===== src/rtl/mega_mul_seq_pkg.sv =====
// Shared encodings for the MEGA/XMEGA iterative multiplier: op codes, flag indices, FSM states
// and the op decoder that tells the datapath which operands are signed and whether to shift.
package mega_mul_seq_pkg;

  localparam logic [2:0] MEGA_MUL_OP_MUL    = 3'd0;
  localparam logic [2:0] MEGA_MUL_OP_MULS   = 3'd1;
  localparam logic [2:0] MEGA_MUL_OP_MULSU  = 3'd2;
  localparam logic [2:0] MEGA_MUL_OP_FMUL   = 3'd3;
  localparam logic [2:0] MEGA_MUL_OP_FMULS  = 3'd4;
  localparam logic [2:0] MEGA_MUL_OP_FMULSU = 3'd5;

  localparam int XMEGA_FLAG_C = 0;
  localparam int XMEGA_FLAG_Z = 1;

  localparam logic [1:0] ST_IDLE = 2'd0;
  localparam logic [1:0] ST_RUN  = 2'd1;
  localparam logic [1:0] ST_DONE = 2'd2;

  typedef struct packed {
    logic rd_signed;
    logic rr_signed;
    logic frac;
  } mul_dec_t;

  // Encodings 6 and 7 fall through to plain unsigned MUL.
  function automatic mul_dec_t decode_op(input logic [2:0] op);
    mul_dec_t d;
    d = '0;
    case (op)
      MEGA_MUL_OP_MULS:   begin d.rd_signed = 1'b1; d.rr_signed = 1'b1; end
      MEGA_MUL_OP_MULSU:  begin d.rd_signed = 1'b1; end
      MEGA_MUL_OP_FMUL:   begin d.frac = 1'b1; end
      MEGA_MUL_OP_FMULS:  begin d.rd_signed = 1'b1; d.rr_signed = 1'b1; d.frac = 1'b1; end
      MEGA_MUL_OP_FMULSU: begin d.rd_signed = 1'b1; d.frac = 1'b1; end
      default:            d = '0;
    endcase
    return d;
  endfunction

endpackage


===== src/rtl/mega_mul_seq_step.sv =====
// One shift-add iteration: folds BITS_PER_CYCLE multiplier bits into the accumulator.
// The caller pre-shifts mcand so bit i of the slice always weighs mcand << i.
module mega_mul_step #(
  parameter int WIDTH          = 8,
  parameter int BITS_PER_CYCLE = 1
) (
  input  logic [2*WIDTH-1:0]        acc_in,
  input  logic [2*WIDTH-1:0]        mcand,
  input  logic [BITS_PER_CYCLE-1:0] mplier_slice,
  output logic [2*WIDTH-1:0]        acc_out
);

  always_comb begin
    acc_out = acc_in;
    for (int i = 0; i < BITS_PER_CYCLE; i++) begin
      if (mplier_slice[i]) acc_out = acc_out + (mcand << i);
    end
  end

endmodule


===== src/rtl/mega_mul_seq.sv =====
// Iterative MUL/MULS/MULSU/FMUL/FMULS/FMULSU unit: sign-magnitude shift-add over WIDTH/BITS_PER_CYCLE
// iterations, final negate and flag generation on the edge into DONE.
//
//   state   | meaning
//   IDLE    | waiting for start
//   RUN     | iterating; busy high, cnt counts remaining iterations down to 1
//   DONE    | done pulse; R/sreg_out fresh; may accept a new start
module mega_mul_seq
  import mega_mul_seq_pkg::*;
#(
  parameter int WIDTH          = 8,
  parameter int BITS_PER_CYCLE = 1
) (
  input  logic                 clk,
  input  logic                 rst,
  input  logic                 start,
  input  logic                 flush,
  input  logic [2:0]           op,
  input  logic [WIDTH-1:0]     rd,
  input  logic [WIDTH-1:0]     rr,
  input  logic [7:0]           sreg_in,
  output logic                 busy,
  output logic                 done,
  output logic [2*WIDTH-1:0]   R,
  output logic [7:0]           sreg_out
);

  localparam int N     = WIDTH / BITS_PER_CYCLE;
  localparam int CNT_W = $clog2(N + 1);
  localparam int PW    = 2 * WIDTH;

  logic [1:0]       state;
  logic [CNT_W-1:0] cnt;
  logic [PW-1:0]    acc, acc_nxt, mcand;
  logic [WIDTH-1:0] mplier;
  logic             neg, frac;
  logic [7:0]       sreg_lat;

  mul_dec_t         dec;
  logic [WIDTH-1:0] rd_mag, rr_mag;
  logic             rd_neg, rr_neg;
  logic             accept, last;
  logic [PW-1:0]    p_final, r_final;

  assign dec    = decode_op(op);
  assign rd_neg = dec.rd_signed & rd[WIDTH-1];
  assign rr_neg = dec.rr_signed & rr[WIDTH-1];
  assign rd_mag = rd_neg ? -rd : rd;
  assign rr_mag = rr_neg ? -rr : rr;

  // flush beats start in every state, so a simultaneous issue is simply dropped.
  assign accept = start && !flush && (state != ST_RUN);
  assign last   = (cnt == CNT_W'(1));

  mega_mul_step #(
    .WIDTH          (WIDTH),
    .BITS_PER_CYCLE (BITS_PER_CYCLE)
  ) u_step (
    .acc_in       (acc),
    .mcand        (mcand),
    .mplier_slice (mplier[BITS_PER_CYCLE-1:0]),
    .acc_out      (acc_nxt)
  );

  assign p_final = neg  ? -acc_nxt : acc_nxt;
  assign r_final = frac ? {p_final[PW-2:0], 1'b0} : p_final;

  always_ff @(posedge clk) begin
    if (rst) begin
      state    <= ST_IDLE;
      cnt      <= '0;
      acc      <= '0;
      mcand    <= '0;
      mplier   <= '0;
      neg      <= 1'b0;
      frac     <= 1'b0;
      sreg_lat <= '0;
      R        <= '0;
      sreg_out <= '0;
    end else begin
      case (state)
        ST_RUN: begin
          if (flush) begin
            state <= ST_IDLE;
          end else begin
            acc    <= acc_nxt;
            mcand  <= mcand << BITS_PER_CYCLE;
            mplier <= mplier >> BITS_PER_CYCLE;
            cnt    <= cnt - CNT_W'(1);
            if (last) begin
              state                  <= ST_DONE;
              R                      <= r_final;
              sreg_out               <= sreg_lat;
              sreg_out[XMEGA_FLAG_C] <= p_final[PW-1];
              sreg_out[XMEGA_FLAG_Z] <= (r_final == '0);
            end
          end
        end
        default: begin
          if (accept) begin
            state    <= ST_RUN;
            cnt      <= CNT_W'(N);
            acc      <= '0;
            mcand    <= {{WIDTH{1'b0}}, rd_mag};
            mplier   <= rr_mag;
            neg      <= rd_neg ^ rr_neg;
            frac     <= dec.frac;
            sreg_lat <= sreg_in;
          end else begin
            state <= ST_IDLE;
          end
        end
      endcase
    end
  end

  assign busy = (state == ST_RUN);
  assign done = (state == ST_DONE);

endmodule


===== config.mk =====
export PLATFORM = sky130hd
export DESIGN_NAME = mega_mul_seq
export DESIGN_NICKNAME = d
export VERILOG_FILES = /design/src/rtl/mega_mul_seq_pkg.sv /design/src/rtl/mega_mul_seq_step.sv /design/src/rtl/mega_mul_seq.sv
export SDC_FILE = /design/constraint.sdc
export NUM_CORES = 1
export LEC_CHECK = 0
export CELL_PAD_IN_SITES_DETAIL_PLACEMENT = 1
export CELL_PAD_IN_SITES_GLOBAL_PLACEMENT = 2
export CORE_ASPECT_RATIO = 2
export CORE_UTILIZATION = 36
export CTS_CLUSTER_DIAMETER = 60
export CTS_CLUSTER_SIZE = 30
export DETAILED_ROUTE_END_ITERATION = 10
export PLACE_DENSITY_LB_ADDON = 0.1
export SLEW_MARGIN = 40
export SYNTH_ARGS = -nofsm -noshare
export SYNTH_HDL_FRONTEND = slang
export SYNTH_SLANG_ARGS = --single-unit

===== constraint.sdc =====
create_clock -name clk -period 5.9 [get_ports clk]
set_input_delay 0.885 -clock clk [delete_from_list [all_inputs] [get_ports clk]]
set_output_delay 0.885 -clock clk [all_outputs]
set_load 0.005 [all_outputs]

==> out/metrics.yaml, run 1 <==
layout:
  nets: 682
  final_util_pct: 44.1
  num-fill-cells: 1576
  antenna_cells: 0
  drive_above_1_share_pct: 7.40
  areaGrowthSynthToFinish_pct: 19.2
job:
  cap_viol_max_count: 0
worst_setup_path:
  crit_start: "mcand[0]"
  crit_slowest_cell: "or4_4"
  r2r-end: "R[13]"
  rr_worst_depth: 12
  arrival_ns: 4.22
  r2r_slack_ns: 1.88
  crit_chain: "ha_1, fa_1, a211oi_1, nor3_1, or3_4, or4_4, or3_1, o31ai_1, xor2_1, nor2_1, a211oi_1, nor3_1"
  crit_path_end_kind: "flop"
  crit_fanout: 4
  critPathLaunchType: "flop"
  criticalPathCategory: "reg2reg"
  r2r_start: "mcand[0]"
  cpPeakStageDelay_ns: 0.57
  cp.required_ns: 6.10
worst_hold_path:
  worstHoldStart: "sreg_lat[6]"
  whs_endpoint: "sreg_out[6]"
  hold_path_class: "reg2reg"
  min_path_cells: 2
synth:
  ys_seq_elements: 78
  syn_nets: 649
  synth.distinct_cells: 77
  netlist.area_leader.share_pct: 32.5
  synthCells: 597
  ys_async_sr_fraction_pct: 0
  seq_area_frac_synth_pct: 32.5
  yosys-top-cells-count: "nor2_1, dfxtp_1, a21oi_1"
  yosys.cell_count.top_type: "nor2_1"
  syn_avg_cell_area_um2: 8.04
  synth_edf_count: 0
  netlist_area_um2: 4800
  yosys.area.top_type: "dfxtp_1"
  ys.flop_type: "dfxtp_1"
  ys_warn_count: 0
  synth.area.top_cells: "dfxtp_1, nor2_1, a21oi_1"
sta:
  maxSlewViolCount: 0
  tightest_slew_ns: 0.662
  min_period_ns: 4.02
  timing.hold.ws_ns: 0.453
  fin_worst_skew_ns: 0.00594
  setup_tns_ns: 0
  setup_viol: 0
  fin_crit_sh_pct: 68.1
  fmax_ghz: 0.249
  relSlewSlack_pct: 54.6
  hold_viol: 0
  grt_setup_unrepaired: "false"
global_route:
  antenna_found_initial: 0
  grt_max_degree: 79
  track_usage_pct: 20.3
  gr-total-overflow: 0
  grt_pass1_vias: 4576
  grt_pass1_wl_um: 22500
drt:
  dr_total_vias: 4520
  routed.top_layer: "met4"
  met3_length_um: 207
  drc: 0
  drt-met1-wl_um: 5420
  routed-wl-met2_um: 7470
  viasPerCell: 5.74
  wl_um: 13400
  final_antenna_net_count: 0
  wl_per_cell_um: 17.0
  dr.pass1.iters: 4
  drtIter0Drc: 148
pwr:
  peakVddDrop_mv: 0.159
  p_leak_nw: 2.12
  power_density_nw_per_um2: 222
clock_network:
  cts.reportedPaths.clkPinSlew_ns: 0.07
  ctsHoldBuffers: 0
  clkLatencyLatePin_ns: 0.34
  cts_tree: "done"
  cts.sinks: 78
  cts_resized: 0
  cts_made_buffers: 9
  root_buffer: "clkbuf_16"
  clockBufferDepth: 2
  cts_setup_buffers: 0
  cts_htree_levels: 3
place:
  port_buffers: 54
  hpwl_um: 9950
  gp_congestion: 0.826
floorplanning:
  fp.dieH_um: 165
  initial_utilization_pct: 37.0
  die_w_um: 83.7
  die-area_um2: 13800
  rows: 59
  num_io_pins: 57
  core_area_um2: 13000
status:
  status: "finished, final reports clean"
-- worst max-delay path, delay by kind of cell (launching register included) --
| family | cells | cell delay (ns) |
|---|---|---|
| DFF | 1 | 0.34 |
| AOI/OAI and AO/OA | 3 | 0.92 |
| adders and majority gates | 2 | 0.68 |
| xor gates and xnor gates | 1 | 0.31 |
| and+or+nand+nor | 6 | 1.64 |
-- cells in the final DEF (no fill, tap or decap), drive strengths merged, types with 3 or more instances in the layout --
master / instances
nor2: 96
o31ai: 5
and3: 4
nand3b: 3
nor4: 4
nor3: 14
clkbuf: 9
dfxtp: 78
nand4b: 4
a22oi: 22
ha: 20
nand2b: 6
o21ai: 25
o211ai: 4
nor2b: 4
clkdlybuf4s50: 53
o21bai: 3
xnor2: 18
nand2: 49
nand4: 4
and3b: 3
inv: 16
a31oi: 5
a21oi: 50
or3: 12
mux2i: 18
xor2: 7
a311o: 3
nand3: 9
a311oi: 7
buf: 7
a221oi: 3
a211oi: 25
a21o: 6
o311ai: 4
or4: 4
-- report_power, final --
group	total (W)	switching, W	internal (W)
registers	0.000551	0.0000129	0.000538
logic	0.000142	0.0000833	0.0000588
clock network	0.000578	0.000244	0.000335
total	0.00127	0.000340	0.000932
-- cell families after synthesis --
logic type                 share of synthesized area, %
and+or+nand+nor                                    22.8
AOI/OAI and AO/OA                                  25.7
DFF                                                32.5
buffers and inverters                              4.69
xor gates and xnor gates                           4.56
adders and majority gates                          5.63
muxes                                              4.07
-- area by class of cell --
class	instances	area [um2]	share of cell area [%]
clock buffers	9	225	3.93
clock inverters	7	80.1	1.40
inverters	13	48.8	0.852
multi-input cells	468	3030	53.0
flip-flops and latches	78	1560	27.3
well taps	152	190	3.32
repair buffers	60	584	10.2
-- sequential cells by signal (all words and copies together), names as in the netlist, 2 cells and up --
signal / count
sreg_lat: 6
mcand: 16
acc: 16
mplier: 8
state: 2
R: 16
cnt: 4
sreg_out: 8
-- how the worst max path moves through the flow --
stage,to,slack [ns],depth (start not counted)
after detailed placement,sreg_out[1],1.57,11
after global placement,sreg_out[1],1.60,11
after floorplan,R[13],2.27,12
after CTS,R[13],1.83,12
final,R[13],1.88,12
after global routing,R[13],1.66,12
-- routing by layer --
layer,track usage [%],vias to the layer above
met5,0,-
met1,21.4,2196
met4,6.47,0
met3,3.38,16
li1,-,2257
met2,40.0,51
-- metrics by stage --
stage / setup WS, ns / area (um2) / instances / power, W
finish: 1.88 / 5720 / 787 / 0.00127
global route: 1.66 / 5720 / 787 / 0.00133
CTS: 1.83 / 5710 / 787 / 0.00130
detailed placement: 1.57 / 5410 / 771 / 0.000706
global placement: 1.60 / 5410 / 771 / 0.000702
floorplan: 2.27 / 4800 / 597 / 0.000653
(Power assumes the default switching activity.)
==> inputs of run 2 (changes only) <==
--- a/config.mk
+++ b/config.mk
@@ -8,7 +8,7 @@
 export CELL_PAD_IN_SITES_DETAIL_PLACEMENT = 1
 export CELL_PAD_IN_SITES_GLOBAL_PLACEMENT = 2
 export CORE_ASPECT_RATIO = 2
-export CORE_UTILIZATION = 36
+export CORE_UTILIZATION = 33
 export CTS_CLUSTER_DIAMETER = 60
 export CTS_CLUSTER_SIZE = 30
 export DETAILED_ROUTE_END_ITERATION = 10
==> constraint.sdc (replaced) <==
create_clock -name clk -period 3.9 [get_ports clk]
set_input_delay 0.585 -clock clk [delete_from_list [all_inputs] [get_ports clk]]
set_output_delay 0.585 -clock clk [all_outputs]
set_load 0.005 [all_outputs]
==> out/metrics.yaml, run 2 (synthesis results as in run 1) <==
status:
  status: "finished, final reports clean"
clock_network:
  clockBufferDepth: 2
  cts_made_buffers: 9
  cts.sinks: 78
  clkLatencyLatePin_ns: 0.35
  cts_setup_buffers: 0
  cts.reportedPaths.clkPinSlew_ns: 0.07
  root_buffer: "clkbuf_16"
  cts_htree_levels: 3
  cts_tree: "done"
floorplanning:
  initial_utilization_pct: 33.6
  fp.dieH_um: 173
  rows: 62
  num_io_pins: 57
  core_area_um2: 14300
  die_w_um: 87.3
  die-area_um2: 15100
place:
  hpwl_um: 10700
  place_ws_ns: -0.0330
  gp_congestion: 0.848
  port_buffers: 54
drt:
  drc: 0
  wl_per_cell_um: 16.8
  dr_total_vias: 4547
  final_antenna_net_count: 0
  viasPerCell: 5.40
  dr.pass1.iters: 4
  wl_um: 14100
  drtIter0Drc: 194
worst_setup_path:
  worst_path_dominant_cell_family: "simple AND/OR/NAND/NOR gates"
  crit_chain: "ha_1, fa_2, a211oi_4, buf_4, o2111a_1, or3_4, or4_4, or3_4, o41ai_4, xor2_1, o21ai_0, o21a_1"
  arrival_ns: 3.95
  critPathLaunchType: "flop"
  crit_fanout: 4
  cpPeakStageDelay_ns: 0.57
  crit_path_end_kind: "flop"
  crit_top_cell: "or3_4"
  crit_slowest_cell: "or4_4"
  criticalPathCategory: "reg2reg"
  crit_start: "mcand[0]"
  r2r_start: "mcand[0]"
  cp.required_ns: 4.14
  critPathBufInv: 1
global_route:
  grt_max_degree: 78
  grt_util_met2_pct: 37.8
  grt_pass1_wl_um: 23700
  gr-usage-met3_pct: 2.15
  busiest_layer: "met2"
  track_usage_pct: 19.9
  antenna_found_initial: 0
  grt_pass1_vias: 4834
  met1_usage_pct: 21.7
  gr-total-overflow: 0
layout:
  num-fill-cells: 1765
  top_regs: "R: 16 flops, acc: 16 flops, mcand: 16 flops"
  multiInputGateArea_um2: 3070
  antenna_cells: 0
  seq_area_um2: 1560
  final_util_pct: 41.6
  final_common_cell: "nor2_1"
  nets: 697
  drive_above_1_share_pct: 10.2
  final_cell_mix: "nor2_1, dfxtp_1, clkdlybuf4s50_1"
  areaGrowthSynthToFinish_pct: 23.6
pwr:
  p_sw_w: 0.000548
  p_leak_nw: 2.20
  power.internal_w: 0.00136
  peakVddDrop_mv: 0.183
  seq_power_share_pct: 43.7
  power_density_nw_per_um2: 322
  total_power_w: 0.00191
  p_sw_share_pct: 28.6
  p_comb_share_pct: 11.8
  pwr-share-clk_pct: 44.6
sta:
  hold_viol: 0
  relSlewSlack_pct: 54.2
  fmax_ghz: 0.270
  timing.hold.ws_ns: 0.455
  maxSlewViolCount: 0
  grt_setup_unrepaired: "false"
  tightest_slew_ns: 0.685
  setup_viol: 0
  min_period_ns: 3.71
  fin_worst_skew_ns: 0.00976
  fin_ws_ns: 0.194
  fin_crit_sh_pct: 95.0
job:
  cap_viol_max_count: 0
worst_hold_path:
  hold_path_class: "reg2reg"
  worstHoldStart: "R[3]"
-- run 2: layout make-up --
class / count / area share (%)
timing repair buffer: 75 / 12.0
sequential: 78 / 26.3
multi-input combinational: 468 / 51.8
clock buffer: 9 / 3.80
inverter: 13 / 0.822
clock inverter: 7 / 1.27
tap: 192 / 4.05
-- run 2: power by group through the flow --
stage / Sequential [W] / Combinational, W / Clock, W
3_3_place_gp: 0.000852 / 0.000218 / 0
3_5_place_dp: 0.000853 / 0.000225 / 0
6_report: 0.000835 / 0.000225 / 0.000852
5_1_grt: 0.000838 / 0.000250 / 0.000914
4_1_cts: 0.000835 / 0.000226 / 0.000881
2_1_floorplan: 0.000841 / 0.000147 / 0
-- run 2: final timing paths --
kind | end | slack [ns] | depth (start not counted)
min reg2reg | R[3] | 0.46 | 2
max reg2reg | R[15] | 0.19 | 12
max | R[15] | 0.19 | 12
min | R[3] | 0.46 | 2
-- run 2: stage by stage --
step	cell area (um2)	setup TNS, ns	std cells
detailed placement	5590	-0.0630	826
CTS	5890	0	842
global route	5930	0	842
finish	5930	0	842
floorplan	4800	0	597
global placement	5580	0	826
-- run 2: repair_timing --
| action | CTS | global route |
|---|---|---|
| gates resized for setup | 1 | 6 |
| endpoints found under the hold margin | 0 | 0 |
| pin swaps | 0 | 2 |
| hold buffers | 0 | 0 |
| setup endpoints to repair | 2 | 5 |
-- run 2: tightest hold or removal path, delay by kind of cell, from the launching register on --
kind               cells  cell delay [ns]
DFF                    1             0.31
and+or+nand+nor        1             0.05
AOI/OAI and AO/OA      1             0.05
-- run 2: routing by layer --
| metal | share of wire [%] | vias to the layer above |
|---|---|---|
| li1 | - | 2283 |
| met1 | 40 | 2189 |
| met2 | 57 | 52 |
| met5 | 0 | - |
| met3 | 1.3 | 23 |
| met4 | 2.4 | 0 |
==> inputs of run 3 (changes only) <==
--- a/config.mk
+++ b/config.mk
@@ -10,9 +10,10 @@
 export CORE_ASPECT_RATIO = 2
 export CORE_UTILIZATION = 33
 export CTS_CLUSTER_DIAMETER = 60
-export CTS_CLUSTER_SIZE = 30
+export CTS_CLUSTER_SIZE = 10
 export DETAILED_ROUTE_END_ITERATION = 10
 export PLACE_DENSITY_LB_ADDON = 0.1
+export SKIP_CTS_REPAIR_TIMING = 1
 export SLEW_MARGIN = 40
 export SYNTH_ARGS = -nofsm -noshare
 export SYNTH_HDL_FRONTEND = slang
==> out/metrics.yaml, run 3 (synthesis results as in run 1) <==
layout:
  final_common_cell: "nor2_1"
  nets: 697
  antenna_cells: 0
  drive_above_1_share_pct: 10.2
  final_cell_mix: "nor2_1, dfxtp_1, clkdlybuf4s50_1"
  top_regs: "R: 16 flops, acc: 16 flops, mcand: 16 flops"
  areaGrowthSynthToFinish_pct: 23.6
clock_network:
  clockBufferDepth: 2
  cts_tree: "done"
  cts.reportedPaths.clkPinSlew_ns: 0.07
  cts.sinks: 78
  clkLatencyLatePin_ns: 0.35
  cts_made_buffers: 9
  root_buffer: "clkbuf_16"
  cts_htree_levels: 3
worst_hold_path:
  worstHoldStart: "R[3]"
  min_path_cells: 2
  hold_path_class: "reg2reg"
  whs_endpoint: "R[3]"
global_route:
  grt_max_degree: 78
  antenna_found_initial: 0
  track_usage_pct: 19.9
  grt_pass1_vias: 4827
  gr-total-overflow: 0
  grt_pass1_wl_um: 23700
sta:
  tightest_slew_ns: 0.676
  timing.hold.ws_ns: 0.454
  fin_crit_sh_pct: 95.3
  min_period_ns: 3.72
  hold_viol: 0
  setup_viol: 0
  relSlewSlack_pct: 54.9
  fin_worst_skew_ns: 0.00974
  maxSlewViolCount: 0
  fin_ws_ns: 0.183
  fmax_ghz: 0.269
  grt_setup_unrepaired: "false"
place:
  gp_congestion: 0.848
  place_ws_ns: -0.0330
  port_buffers: 54
  hpwl_um: 10700
pwr:
  power_density_nw_per_um2: 322
  p_leak_nw: 2.20
  peakVddDrop_mv: 0.182
  p_sw_w: 0.000548
  power.internal_w: 0.00136
  seq_power_share_pct: 43.7
  p_sw_share_pct: 28.7
  pwr-share-clk_pct: 44.6
  p_comb_share_pct: 11.8
worst_setup_path:
  critPathLaunchType: "flop"
  criticalPathCategory: "reg2reg"
  rr_worst_depth: 11
  crit_fanout: 4
  crit_path_end_kind: "flop"
  r2r_slack_ns: 0.18
  r2r-end: "R[15]"
  arrival_ns: 3.95
  r2r_start: "acc[0]"
  cp.required_ns: 4.14
drt:
  drtIter0Drc: 181
  dr.pass1.iters: 4
  dr_total_vias: 4556
  wl_um: 14100
  wl_per_cell_um: 16.7
  viasPerCell: 5.41
  final_antenna_net_count: 0
  drc: 0
job:
  cap_viol_max_count: 0
floorplanning:
  core_area_um2: 14300
  die-area_um2: 15100
  fp.dieH_um: 173
  num_io_pins: 57
  die_w_um: 87.3
  rows: 62
  initial_utilization_pct: 33.6
status:
  status: "finished, final reports clean"
-- run 3: cell counts in the layout (fill, tap and decap cells not counted) --
Identical to the previous run, type by type.
-- run 3: area by class of cell --
type / instances / area [um2]
fillers: 1766 / 8340
multi-input cells: 468 / 3070
flip-flops and latches: 78 / 1560
repair buffers: 75 / 709
well taps: 192 / 240
clock buffers: 9 / 225
clock inverters: 7 / 75.1
inverters: 13 / 48.8
-- run 3: per-layer routing --
metal | wire [um] | GRT usage [%]
met1 | 5590 | 21.7
met2 | 7970 | 37.8
met3 | 168 | 2.15
met4 | 342 | 7.51
met5 | 0 | 0
-- run 3: worst max-delay path: stages, from the launching register on --
cell and delay [ns]:
dfxtp_1 0.33, ha_1 0.25, fa_2 0.38, a211oi_4 0.29, nor3_1 0.08, or3_4 0.37, or4_4 0.57, or3_4 0.39
o41ai_4 0.38, xor2_1 0.27, o21ai_0 0.12, o21a_1 0.19
-- run 3: worst max path at each step --
stage | from | endpoint | cells after the start
3_5_place_dp | acc[0] | R[15] | 11
5_1_grt | mcand[0] | sreg_out[1] | 13
4_1_cts | acc[0] | R[15] | 11
2_1_floorplan | acc[0] | R[13] | 12
3_3_place_gp | acc[0] | R[14] | 12
6_report | acc[0] | R[15] | 11
-- run 3: power by group through the flow --
stage                     clock network (W)  registers (W)  logic (W)
after global routing               0.000914       0.000838   0.000250
after floorplan                           0       0.000841   0.000147
after global placement                    0       0.000852   0.000218
after CTS                          0.000881       0.000835   0.000225
final                              0.000853       0.000835   0.000225
after detailed placement                  0       0.000853   0.000225
-- run 3: stage by stage --
| step | instances | instance area [um2] | power (W) | utilization, % | TNS [ns] |
|---|---|---|---|---|---|
| floorplan | 597 | 4800 | 0.000988 | - | 0 |
| global placement | 826 | 5580 | 0.00107 | 39.1 | 0 |
| detailed placement | 826 | 5590 | 0.00108 | 39.1 | -0.0630 |
| CTS | 842 | 5890 | 0.00194 | 41.2 | -0.119 |
| global route | 842 | 5930 | 0.00200 | 41.6 | 0 |
| finish | 842 | 5930 | 0.00191 | 41.6 | 0 |
